## config.mk

```make
export PLATFORM = sky130hd
export DESIGN_NAME = collision_scan
export DESIGN_NICKNAME = d
export VERILOG_FILES = /design/src/rtl/collision_scan.sv
export SDC_FILE = /design/constraint.sdc
export NUM_CORES = 1
export LEC_CHECK = 0
export CAP_MARGIN = 15
export CORE_MARGIN = 3
export CORE_UTILIZATION = 40
export DETAILED_ROUTE_END_ITERATION = 8
export HOLD_SLACK_MARGIN = 0.03
export PLACE_DENSITY = 0.65
export SLEW_MARGIN = 0
export SYNTH_ARGS = -nofsm -noshare
export SYNTH_HDL_FRONTEND = slang
export SYNTH_SLANG_ARGS = --single-unit
```

## constraint.sdc

```tcl
create_clock -name clk -period 4.1 [get_ports clk]
set_input_delay 0.82 -clock clk [delete_from_list [all_inputs] [get_ports clk]]
set_output_delay 0.82 -clock clk [all_outputs]
set_load 0.1 [all_outputs]
```

## src/rtl/collision_scan.sv

```systemverilog
// Scans a tile table once per start and reports which sides of the player sprite
// touch an enabled tile, how many tiles touched, and the first tile landed on.
module collision_scan #(
    parameter int XW      = 10,
    parameter int YW      = 9,
    parameter int PW      = 23,
    parameter int PH      = 45,
    parameter int TW      = 25,
    parameter int TH      = 24,
    parameter int MARGIN  = 2,
    parameter int N_TILES = 16,
    parameter int IW      = (N_TILES > 1) ? $clog2(N_TILES) : 1
) (
    input  logic          clk,
    input  logic          rst,
    input  logic          start,
    input  logic [XW-1:0] x_player,
    input  logic [YW-1:0] y_player,
    output logic [IW-1:0] tile_idx,
    input  logic [XW-1:0] tile_x,
    input  logic [YW-1:0] tile_y,
    input  logic          tile_en,
    output logic          busy,
    output logic          done,
    output logic [3:0]    is_Collision,
    output logic [IW:0]   hit_count,
    output logic [IW-1:0] land_idx,
    output logic          land_valid
);
    localparam int X1 = XW + 1;
    localparam int Y1 = YW + 1;
    localparam logic [IW-1:0] LAST_IDX = IW'(N_TILES - 1);

    typedef enum logic [1:0] {IDLE, SCAN, DRAIN, DONE} state_t;

    state_t        state_reg;
    logic [XW-1:0] xp_reg;
    logic [YW-1:0] yp_reg;
    logic          samp_vld_reg;
    logic [IW-1:0] samp_idx_reg;
    logic [3:0]    acc_side_reg;
    logic [IW:0]   acc_cnt_reg;
    logic [IW-1:0] acc_land_idx_reg;
    logic          acc_land_vld_reg;

    // One extra bit on every sum keeps the comparisons free of wraparound.
    logic [X1-1:0] xp_pw, xp_mg, xp_w, xt_mg, xt_tw, xt_w;
    logic [Y1-1:0] yp_ph, yp_mg, yp_w, yt_mg, yt_th, yt_w;
    logic          hx, vy;
    logic [3:0]    sides;

    assign xp_w  = X1'(xp_reg);
    assign yp_w  = Y1'(yp_reg);
    assign xt_w  = X1'(tile_x);
    assign yt_w  = Y1'(tile_y);
    assign xp_pw = xp_w + X1'(PW);
    assign xp_mg = xp_w + X1'(MARGIN);
    assign xt_mg = xt_w + X1'(MARGIN);
    assign xt_tw = xt_w + X1'(TW);
    assign yp_ph = yp_w + Y1'(PH);
    assign yp_mg = yp_w + Y1'(MARGIN);
    assign yt_mg = yt_w + Y1'(MARGIN);
    assign yt_th = yt_w + Y1'(TH);

    assign hx = (xp_pw > xt_mg) && (xp_mg < xt_tw);
    assign vy = (yp_ph > yt_mg) && (yp_mg < yt_th);

    assign sides = {vy && (xp_w == xt_tw),
                    vy && (xp_pw == xt_w),
                    hx && (yp_w == yt_th),
                    hx && (yp_ph == yt_w)} & {4{tile_en && samp_vld_reg}};

    logic [3:0]    side_next;
    logic [IW:0]   cnt_next;
    logic [IW-1:0] land_idx_next;
    logic          land_vld_next;

    always_comb begin
        side_next     = acc_side_reg | sides;
        cnt_next      = acc_cnt_reg;
        land_idx_next = acc_land_idx_reg;
        land_vld_next = acc_land_vld_reg;
        if (|sides) begin
            cnt_next = acc_cnt_reg + (IW+1)'(1);
        end
        if (sides[0] && !acc_land_vld_reg) begin
            land_idx_next = samp_idx_reg;
            land_vld_next = 1'b1;
        end
    end

    always_ff @(posedge clk) begin
        if (rst) begin
            state_reg        <= IDLE;
            xp_reg           <= '0;
            yp_reg           <= '0;
            samp_vld_reg     <= 1'b0;
            samp_idx_reg     <= '0;
            acc_side_reg     <= '0;
            acc_cnt_reg      <= '0;
            acc_land_idx_reg <= '0;
            acc_land_vld_reg <= 1'b0;
            tile_idx         <= '0;
            busy             <= 1'b0;
            done             <= 1'b0;
            is_Collision     <= '0;
            hit_count        <= '0;
            land_idx         <= '0;
            land_valid       <= 1'b0;
        end else begin
            // Read data lags the address by one cycle, so remember what was asked for.
            samp_vld_reg <= (state_reg == SCAN);
            samp_idx_reg <= tile_idx;
            case (state_reg)
                IDLE: begin
                    if (start) begin
                        xp_reg           <= x_player;
                        yp_reg           <= y_player;
                        acc_side_reg     <= '0;
                        acc_cnt_reg      <= '0;
                        acc_land_idx_reg <= '0;
                        acc_land_vld_reg <= 1'b0;
                        tile_idx         <= '0;
                        busy             <= 1'b1;
                        state_reg        <= SCAN;
                    end
                end
                SCAN: begin
                    acc_side_reg     <= side_next;
                    acc_cnt_reg      <= cnt_next;
                    acc_land_idx_reg <= land_idx_next;
                    acc_land_vld_reg <= land_vld_next;
                    if (tile_idx == LAST_IDX) begin
                        state_reg <= DRAIN;
                    end else begin
                        tile_idx <= tile_idx + IW'(1);
                    end
                end
                DRAIN: begin
                    is_Collision <= side_next;
                    hit_count    <= cnt_next;
                    land_idx     <= land_idx_next;
                    land_valid   <= land_vld_next;
                    done         <= 1'b1;
                    state_reg    <= DONE;
                end
                DONE: begin
                    done      <= 1'b0;
                    busy      <= 1'b0;
                    state_reg <= IDLE;
                end
                default: state_reg <= IDLE;
            endcase
        end
    end
endmodule

```

==> results of run 1 <==
-- logic make-up after synthesis --
kind of cell	Yosys count	synth area share, %
buffers and inverters	75	5.946
muxes	9	1.699
adders and majority gates	60	14.16
xor gates and xnor gates	83	14.49
DFF	60	22.65
AOI/OAI and AO/OA	137	17.77
and+or+nand+nor	252	23.29
-- cell type report --
class	instances	area, um^2	area share, %
Clock inverter	7	98.84	1.431
Tap cell	172	215.2	3.115
Clock buffer	9	225.2	3.260
Sequential cell	60	1201	17.38
Multi-Input combinational cell	541	3889	56.28
Timing Repair Buffer	133	1156	16.73
Inverter	33	123.9	1.793
-- worst max path at each step --
stage / cells past startpoint / to / start / slack [ns]
after floorplan: 14 / hit_count[0] / tile_x[0] / 0.22
final: 16 / hit_count[0] / tile_x[3] / 0.21
after global routing: 16 / hit_count[0] / tile_x[3] / 0.0006
after CTS: 15 / hit_count[0] / tile_x[0] / -0.02
after global placement: 15 / hit_count[0] / tile_x[0] / -0.36
after detailed placement: 15 / hit_count[0] / tile_x[0] / -0.45
-- where the power goes --
group	switching (uW)	internal [uW]	leakage [uW]	total [uW]
Clock	279	534	0.000156	814
Sequential	143	696	0.000488	839
Combinational	1200	643	0.00220	1840
-- layout by cell type (no fill, tap or decap), types with 4 or more instances in the layout --
cell type        netlist  final
dfxtp_1               60     60
inv_1                 33     33
nor2_2                 3      4
a21o_1                 4      4
a32o_1                 5      5
xnor2_1               43     42
nor3b_1                4      4
nor2_1                68     67
clkbuf_16              0      9
nor3_1                12     12
xor2_1                37     37
nor2b_1               15     14
clkdlybuf4s50_1        0     56
or2_2                  5      5
buf_4                  0     72
o21ai_0               22     20
mux2i_1                9      9
nand2_1               72     72
a21oi_2                3      4
nand3_1               24     24
a21oi_1               44     43
dlymetal6s2s_1         0      4
a211oi_1              15     14
nand3b_1               5      5
nand2b_1              10     10
nand4_1               17     17
ha_1                  60     57
-- routing by layer --
layer  global-route usage [%]  share of wire (%)
met4                    7.213                3.0
met3                    2.098                3.3
met1                    25.40                 44
met5                        0                  0
met2                    36.19                 50
-- synth_stat cells, types with 3 or more instances --
library cell,number
nand2_1,72
nor2_1,68
dfxtp_1,60
ha_1,60
a21oi_1,44
xnor2_1,43
xor2_1,37
inv_1,33
nand3_1,24
o21ai_0,22
clkbuf_1,19
nand4_1,17
a211oi_1,15
buf_2,15
nor2b_1,15
nor3_1,12
nand2b_1,10
mux2i_1,9
buf_1,6
a32o_1,5
nand3b_1,5
or2_2,5
a21o_1,4
and4_1,4
nor3b_1,4
nor4_1,4
a2111oi_0,3
a211o_1,3
a21oi_2,3
a31oi_1,3
nor2_2,3
o31a_1,3
xnor3_1,3
-- timing repair --
item	in CTS	in global routing
hold endpoints to repair	0	0
pin swaps	1	12
cloned	0	0
setup buffers	0	3
resized for setup	2	21
endpoints found under the setup margin	9	20
-- metrics by stage --
step	setup slack (ns)	setup TNS [ns]	cells	util (%)
4_1_cts	-0.01612	-0.01612	952	53.14
5_1_grt	0.0005587	0	955	54.09
3_3_place_gp	-0.3568	-5.008	936	50.49
2_1_floorplan	0.2249	0	676	-
3_5_place_dp	-0.4479	-6.262	936	50.49
6_report	0.2144	0	955	54.09
==> results.md, run 1 <==
* GP Congestion at 0.9628
* Reg2Reg Depth at 17
* Synth Flop Type: dfxtp_1
* DRT Pass-1 Iters at 5
* Mapped Area at 5303 um^2
* Area Growth Syn to Fin at 30.30%
* Clk buf depth at 2
* Die Wd at 121.1 um
* Final HPWL DP at 11720 um
* CP Max Fanout at 4
* Post-synth EDFFs at 0
* Post-synth ARST share at 0%
* Post-route cell area at 6909 um^2
* Tot Pwr at 3496 uW
* Crit path time final at 3.886 ns
* Unrepaired setup endpoints after global routing: true
* Total die area at 14670 um^2
* Power Density at 505.9 nW/um^2
* Worst reg2reg startpoint: xp_reg[1]
* Leading area contributor after synthesis: dfxtp_1
* Gr ovfl total at 0
* 1st-iter DRT viols at 357
* Initial core utilization at 41.51%
* Sequential fraction of the synthesis area at 22.65%
* Syn nets at 778
* Required @ worst endpoint at 4.37 ns
* Synth area leaders: dfxtp_1, ha_1, xnor2_1, xor2_1, nand2_1
* Clock buffer count from CTS at 9
* Hold buffer count at cts at 0
* Fin. max-slew vios at 0
* Worst Skew at 0.009559 ns
* Port Buffer Count at 61
* Hold EP: acc_land_idx_reg[0]
* Post-Place Cell Area at 6450 um^2
* Clock H-tree levels at 3
* Die H at 121.1 um
* CTS tree: yes
* Status: completed
* Cell count after synthesis at 676
* Via count of the first global-routing pass at 5018
* Worst-path clk slew at 0.06 ns
* Avg WL per Cell at 15.69 um
* FP Rows at 41
* Most used cell, CP: buf_4
* Tcrit/Tclk final at 94.77%
* Drt via density at 5.314
* # nets final at 880
* Yosys cell types at 63
* Syn_area_per_cell at 7.844 um^2
* Worst Setup Start Kind: primary input
* Sinks on Clock Net at 60
* Area of the core at 12770 um^2
* Initial antenna violation count at 0
* Post-Route WL at 14980 um
* Layout cell share with drive strength beyond 1 at 15.33%
* CP bufs+invs at 4
* Hold Path Class: reg2reg
* Flop2flop setup slack at 0.28 ns
* Post-synth top area share at 22.65%
* Leakage at 0.002843 uW
* Largest net degree at the start of global routing at 30
* Yosys reg bits at 60
* # setup viols final at 0
* Slew @ Worst Pin at 1.015 ns
* Fin Hold WS at 0.4643 ns
* CP top delay family: simple AND/OR/NAND/NOR gates
* Fmax at 257.4 MHz
* CP Capture Type: register
* Critical path's slowest cell: clkdlybuf4s50_1
* Via count of the routed design at 5075
* Fill cell count at 1205
* Max reg flops at 10
* Critical R2R Capture: hit_count[0]
* Slew headroom at 32.32%
* DRC at 0
* Clock latency on the worst-skew pair at 0.33 ns
* Crit path kind: in2reg
* ANT nets after route at 0
* Worst VDD drop at 0.5383 mV
* Max Cap Viol at 0
* Global-route wire length before repair at 24230 um
* Worst path cell trace: clkdlybuf4s50_1 > buf_4 > a211oi_4 > buf_4 > nor2_1 > xnor2_1 > ha_1 > a211oi_2 > nor2_1 > nor4_4 > nand3_1 > nor3_1 > buf_4 > nor2_2 > a2111oi_4 > a311o_1
* CP max stage delay at 0.48 ns
* Final Hold Fails at 0
* Root buf cell: clkbuf_16
* Gr usage total at 20.33%
* Crit path DAT at 4.16 ns
* ANT cells at 0
* Hold path depth at 1
* Hold Path Origin: acc_land_idx_reg[0]
* I/O Pins at 62
* Yosys warning count at 0
Power figures use the tool's default switching activity.
==> inputs of run 2 (changes only) <==
--- a/config.mk
+++ b/config.mk
@@ -11,6 +11,7 @@
 export DETAILED_ROUTE_END_ITERATION = 8
 export HOLD_SLACK_MARGIN = 0.03
 export PLACE_DENSITY = 0.65
+export SETUP_SLACK_MARGIN = 0.1
 export SLEW_MARGIN = 0
 export SYNTH_ARGS = -nofsm -noshare
 export SYNTH_HDL_FRONTEND = slang
==> run 2 against run 1 <==
Net effect:
- first-iteration DRC count is 9.2% lower
- final area is 1.1% higher
- setup slack better by 0.11 ns
- global-route usage is 0.18 points higher
- register-to-register slack better by 0.05 ns
- clock skew is 0.0028 ns lower
- wire length is 0.56% higher
- clock power is 1% lower
- critical path depth is 2 higher
- critical endpoint is now land_idx[3]
- largest power group unchanged
- highest routed layer unchanged
==> results.md, run 2 (synthesis results as in run 1) <==
* Root buf cell: clkbuf_16
* Initial antenna violation count at 0 (unchanged)
* Die H at 121.1 um (unchanged)
* Gr usage total at 20.50% (+0.18 points)
* Total die area at 14670 um^2 (unchanged)
* 1st-iter DRT viols at 324 (-9.2%)
* Final HPWL DP at 11720 um (unchanged)
* Initial core utilization at 41.51% (unchanged)
* Flop2flop setup slack at 0.33 ns (+0.05 ns)
* Final Hold Fails at 0 (unchanged)
* Unrepaired setup endpoints after global routing: false
* Area of the core at 12770 um^2 (unchanged)
* Layout cell share with drive strength beyond 1 at 17.03% (+1.7 points)
* Via count of the routed design at 5075 (unchanged)
* Avg WL per Cell at 15.71 um (+0.14%)
* DRT Pass-1 Iters at 5 (unchanged)
* Area Growth Syn to Fin at 31.69%
* Die Wd at 121.1 um (unchanged)
* Drt via density at 5.292 (-0.42%)
* Clock latency on the worst-skew pair at 0.32 ns (about the same)
* CP bufs+invs at 5 (+1)
* Worst VDD drop at 0.5295 mV (-1.6%)
* Hold buffer count at cts at 0 (unchanged)
* GP Congestion at 0.9628 (unchanged)
* Critical path's slowest cell: dfxtp_1
* CP Capture Type: register
* CP max stage delay at 0.40 ns (-0.08 ns)
* Setup total negative slack at 0 ns (unchanged)
* Inst Count DP at 936 (unchanged)
* Fin cells at 959 (+0.42%)
* Worst-path clk slew at 0.06 ns (about the same)
* ANT nets after route at 0 (unchanged)
* Worst path cell trace: inv_1 > ha_1 > a21bo_2 > a21oi_1 > buf_4 > xnor2_1 > ha_1 > nand4_1 > nor3_1 > buf_4 > nor4_2 > nand3_1 > nand4b_1 > buf_4 > nor2_4 > buf_6 > mux2i_4 > a211oi_2
* Worst setup path start: xp_reg[1]
* Critical R2R Capture: land_idx[3]
* Crit path to: land_idx[3]
* CP Max Fanout at 5 (+1)
* FP Rows at 41 (unchanged)
* Crit path DAT at 3.94 ns (-0.22 ns)
* Fill cell count at 1205 (unchanged)
* Crit path kind: reg2reg
* Worst Skew at 0.006801 ns (-0.002759 ns)
* ANT cells at 0 (unchanged)
* # setup viols final at 0 (unchanged)
* Clock buffer count from CTS at 9 (unchanged)
* Reg2Reg Depth at 18 (+1)
* Status: completed
* M1 WL at 6592 um (about the same)
* Sinks on Clock Net at 60 (unchanged)
* Commonest non-fill, non-tap cell in the layout: buf_4
* Required @ worst endpoint at 4.26 ns (-0.11 ns)
* Setup WS pre-CTS at -0.4479 ns (unchanged)
* Most used cell, CP: buf_4
* DRC at 0 (unchanged)
* Slew @ Worst Pin at 1.040 ns (+0.02465 ns)
* Slew headroom at 30.68% (-1.6 points)
* CP top delay family: simple AND/OR/NAND/NOR gates
* Leakage at 0.002891 uW (+1.7%)
* Top layer in use: met4
* Post-route worst setup slack at 0.3252 ns (+0.1107 ns)
* DR WL met3 at 420 um (-14%)
* Clock H-tree levels at 3 (unchanged)
* Via count of the first global-routing pass at 5058 (+0.80%)
* I/O Pins at 62 (unchanged)
* Post-Route WL at 15070 um (+0.56%)
* Fmax at 264.9 MHz (+2.9%)
* Tcrit/Tclk final at 92.07% (-2.7 points)
* CP Depth at 18 (+2)
* # nets final at 884 (+0.45%)
* Fin. max-slew vios at 0 (unchanged)
* Worst Setup Start Kind: register
* Global-route wire length before repair at 24430 um (+0.83%)
* Max reg flops at 10 (unchanged)
* Crit path time final at 3.775 ns (-0.1107 ns)
* Worst reg2reg startpoint: xp_reg[1]
* Commonest non-fill, non-tap cells in the layout: buf_4, nand2_1, nor2_1, dfxtp_1, ha_1
* Clk buf depth at 2 (unchanged)
* Hold Path Class: reg2reg
* Max Cap Viol at 0 (unchanged)
* Wire length on met2 at 7646 um (+2.5%)
* Largest net degree at the start of global routing at 30 (unchanged)
* Power Density at 500.6 nW/um^2 (-1.1%)
* Gr ovfl total at 0 (unchanged)
* Port Buffer Count at 61 (unchanged)
* CTS tree: yes
[run 2: cell count changes in the layout (fill, tap and decap cells not counted), sizes merged]
| cell | delta |
|---|---|
| buf | +4 |
| dlymetal6s2s | +2 |
| clkdlybuf4s50 | -2 |
[run 2: repair_timing]
action                     in CTS  in global routing
gates resized for setup        10                 29
buffers inserted                3                  4
setup endpoints to repair      19                 20
pin swaps                       8                 15
[run 2: power breakdown]
part,total (uW),switching (uW),internal (uW),leakage [uW]
Combinational,1850,1200,647,0.00225
Sequential,838,142,696,0.000488
Clock,806,272,534,0.000156
Total,3500,1620,1880,0.00289
[run 2: metal layers]
layer | track usage [%] | vias up
met5 | 0 | -
met4 | 7.213 | 0
met3 | 2.378 | 29
met2 | 36.58 | 113
met1 | 25.43 | 2356
li1 | - | 2577
[run 2: worst min-delay path by stage]
stage,startpoint,to,slack (ns),cells after the start
2_1_floorplan,acc_land_idx_reg[0],acc_land_idx_reg[0],0.44,1
3_3_place_gp,acc_side_reg[0],is_Collision[0],0.46,2
3_5_place_dp,acc_land_idx_reg[3],acc_land_idx_reg[3],0.45,1
4_1_cts,acc_land_idx_reg[0],acc_land_idx_reg[0],0.47,1
5_1_grt,acc_land_idx_reg[0],acc_land_idx_reg[0],0.47,1
6_report,acc_land_idx_reg[0],acc_land_idx_reg[0],0.46,1
[run 2: per-stage QoR]
stage,hold WS [ns],cell area [um^2],total power (uW),utilization [%]
2_1_floorplan,0.4412,5303,2171,-
3_3_place_gp,0.4556,6450,2612,50.49
3_5_place_dp,0.4548,6450,2654,50.49
4_1_cts,0.4684,6834,3488,53.50
5_1_grt,0.4733,6983,3725,54.67
6_report,0.4643,6983,3496,54.67
[run 2: final cells by class]
type	count	area [um^2]	area share, %
Inverter	33	123.9	1.774
Clock inverter	7	98.84	1.416
Sequential cell	60	1201	17.20
Timing Repair Buffer	137	1195	17.11
Clock buffer	9	225.2	3.225
Multi-Input combinational cell	541	3924	56.19
Tap cell	172	215.2	3.082
==> inputs of run 3 (changes only) <==
--- a/config.mk
+++ b/config.mk
@@ -6,7 +6,6 @@
 export NUM_CORES = 1
 export LEC_CHECK = 0
 export CAP_MARGIN = 15
-export CORE_MARGIN = 3
 export CORE_UTILIZATION = 40
 export DETAILED_ROUTE_END_ITERATION = 8
 export HOLD_SLACK_MARGIN = 0.03
==> constraint.sdc (replaced) <==
create_clock -name clk -period 3.2 [get_ports clk]
set_input_delay 0.64 -clock clk [delete_from_list [all_inputs] [get_ports clk]]
set_output_delay 0.64 -clock clk [all_outputs]
set_load 0.1 [all_outputs]
==> run 3 against run 2 <==
Net effect:
- the run now ends with setup timing left
- die area down 6.5%
- sequential share of layout area down 1.4 points
- critical path depth down 1
- non-clock buffer count up 61
- via count up 7.1%
- combinational power up 51%
- first-iteration DRC count down 21%
- clock power up 18%
- utilization up 5.1 points
==> results.md, run 3 (synthesis results as in run 1) <==
* Unrepaired setup endpoints after global routing: true
* Net Sw Frac at 46.45% (+0.14 points)
* Crit path time final at 3.455 ns
* Via count of the first global-routing pass at 5576 (+10%)
* Clock buffer count from CTS at 9 (unchanged)
* Tot Pwr at 4764 uW (+36%)
* Combinational share of power at 58.8% (+5.8 points)
* ANT cells at 0 (unchanged)
* Leakage at 0.003242 uW (+12%)
* Fin cells at 1020 (+6.4%)
* Clk buf depth at 2 (unchanged)
* Sinks on Clock Net at 60 (unchanged)
* Worst Skew at 0.007483 ns (+0.0006829 ns)
* Final Hold Fails at 0 (unchanged)
* Commonest non-fill, non-tap cells in the layout: buf_4, nand2_1, nor2_1, dfxtp_1, ha_1
* CP Max Fanout at 6 (+1)
* Global-route wire length before repair at 26340 um (+7.8%)
* Gr usage total at 24.78% (+4.3 points)
* CP top delay family: buffers and inverters
* Setup total negative slack at -3.928 ns (-3.928 ns)
* Post-route worst setup slack at -0.2549 ns (-0.5801 ns)
* Tcrit/Tclk final at 108.0%
* Worst setup path start: tile_x[3]
* I/O Pins at 62 (unchanged)
* Required @ worst endpoint at 3.36 ns (-0.90 ns)
* Most used cell, CP: buf_4
* FP Rows at 41 (unchanged)
* Post-route cell area at 7631 um^2 (+9.3%)
* Worst reg2reg startpoint: xp_reg[1]
* DRC at 0 (unchanged)
* Crit path DAT at 3.62 ns (-0.32 ns)
* # nets final at 945 (+6.9%)
* Post-Route WL at 15880 um (+5.4%)
* Fin. max-slew vios at 0 (unchanged)
* DRT Pass-1 Iters at 5 (unchanged)
* Via count of the routed design at 5435 (+7.1%)
* Initial antenna violation count at 0 (unchanged)
* Total die area at 13720 um^2 (-6.5%)
* Worst-path clk slew at 0.05 ns (about the same)
* Max Cap Viol at 0 (unchanged)
* CTS tree: yes
* Clock latency on the worst-skew pair at 0.33 ns (about the same)
* Drt via density at 5.328 (+0.69%)
* CP max stage delay at 0.28 ns (-0.12 ns)
* Inst Count DP at 987 (+5.4%)
* Die H at 117.1 um (-3.3%)
* Commonest non-fill, non-tap cell in the layout: buf_4
* Initial core utilization at 41.51% (unchanged)
* Clock H-tree levels at 3 (unchanged)
* Slew @ Worst Pin at 1.074 ns (+0.03409 ns)
* ANT nets after route at 0 (unchanged)
* Max reg flops at 10 (unchanged)
* Fin Hold WS at 0.4711 ns (+0.006832 ns)
* Sequential Power Share at 21.3% (-2.7 points)
* CP bufs+invs at 6 (+1)
* Gr ovfl total at 0 (unchanged)
* Status: complete, but fails checks
* Area Growth Syn to Fin at 43.91%
* Layout cell share with drive strength beyond 1 at 30.07% (+13 points)
* Hold buffer count at cts at 0 (unchanged)
* Port Buffer Count at 61 (unchanged)
* Root buf cell: clkbuf_16
* Hold Path Origin: acc_land_idx_reg[0]
* Avg WL per Cell at 15.57 um (-0.92%)
* 1st-iter DRT viols at 257 (-21%)
* Hold Path Class: reg2reg
* # setup viols final at 20 (+20)
* Slew headroom at 28.41% (-2.3 points)
* Crit path kind: in2reg
* Worst path cell trace: clkdlybuf4s15_1 > buf_6 > a211oi_4 > buf_4 > xor2_1 > buf_4 > ha_1 > nand4_1 > nand3_1 > o21ai_2 > buf_4 > nand3_4 > nand4b_1 > buf_4 > nor2_4 > mux2i_1 > a211oi_1
* Largest net degree at the start of global routing at 43 (+43%)
* Final HPWL DP at 12280 um (+4.7%)
* Power Density at 624.3 nW/um^2 (+25%)
* Failing checks: setup timing
* GP Congestion at 0.9028 (-6.2%)
* Clk network pwr share at 19.9% (-3.2 points)
* Area of the core at 12770 um^2 (unchanged)
* Worst VDD drop at 0.5402 mV (+2.0%)
* Worst Setup Start Kind: primary input
* Switching power total at 2213 uW (+37%)
* Die Wd at 117.1 um (-3.3%)
* Pint at 2551 uW (+36%)
* Critical path's slowest cell: a211oi_4
* CP Capture Type: register
* Post-Place Cell Area at 6828 um^2 (+5.9%)
* Fmax at 289.4 MHz
[run 3: cell count changes in the layout (fill, tap and decap cells not counted), sizes merged]
cell / change
clkdlybuf4s50: -28
clkdlybuf4s15: +2
clkinv: -1
bufinv: -1
dlygate4sd2: +8
dlymetal6s2s: -6
buf: +84
clkinvlp: +1
clkbuf: +2
[run 3: power by group through the flow]
stage | Sequential, uW | Combinational, uW | Clock, uW
6_report | 1020 | 2800 | 949
5_1_grt | 1030 | 3040 | 999
4_1_cts | 1010 | 2750 | 969
3_5_place_dp | 1020 | 2570 | 0
3_3_place_gp | 1010 | 2500 | 0
2_1_floorplan | 1530 | 1260 | 0
[run 3: layer usage]
layer  vias up  part of all wire (%)  global-route usage (%)
li1       2697                     -                       -
met1      2577                    46                   31.33
met2       132                    47                   42.33
met3        29                   4.3                   3.759
met4         0                   2.6                   9.789
met5         -                     0                       0
[run 3: path summary, 6_finish.rpt]
kind / to / slack, ns / depth (start not counted)
worst max-delay path: land_idx[3] / -0.25 / 17
worst min-delay path: acc_land_idx_reg[0] / 0.47 / 1
worst max register to register: land_idx[3] / -0.24 / 18
worst min register to register: acc_land_idx_reg[0] / 0.47 / 1
[run 3: repair_timing]
action                                 4_1_cts  5_1_grt
setup endpoints to repair                   28       28
pin swaps                                   69       25
setup buffers                               13        6
gates cloned                                 0        0
gates resized for setup                    109       17
endpoints found under the hold margin        0        0
[run 3: area by class of cell]
| cell class | count | area (um^2) |
|---|---|---|
| multi-input combinational | 541 | 4188 |
| sequential | 60 | 1206 |
| tap | 172 | 215.2 |
| timing repair buffer | 198 | 1600 |
| inverter | 33 | 128.9 |
| clock inverter | 6 | 63.81 |
| fill | 1147 | 5142 |
| clock buffer | 10 | 229.0 |
[run 3: worst register-to-register path, cell delays in order, from the launching register on]
cell and delay [ns]:
dfxtp_2 0.33, inv_4 0.08, buf_6 0.11, ha_4 0.14
nand2b_4 0.07, a21oi_4 0.20, nor2_1 0.08, xor2_1 0.23
ha_1 0.30, nand4_1 0.17, nor3_2 0.07, nor4_2 0.28
buf_4 0.18, nand3_4 0.07, nand4b_1 0.24, buf_4 0.20
nor2_4 0.23, mux2i_1 0.23, a211oi_1 0.09
[run 3: metrics by stage]
| stage | setup WS [ns] | utilization, % |
|---|---|---|
| 6_report | -0.2549 | 59.74 |
| 5_1_grt | -0.4137 | 59.74 |
| 4_1_cts | -0.2725 | 58.96 |
| 3_5_place_dp | -1.128 | 53.45 |
| 3_3_place_gp | -0.9428 | 53.45 |
| 2_1_floorplan | -0.2491 | - |
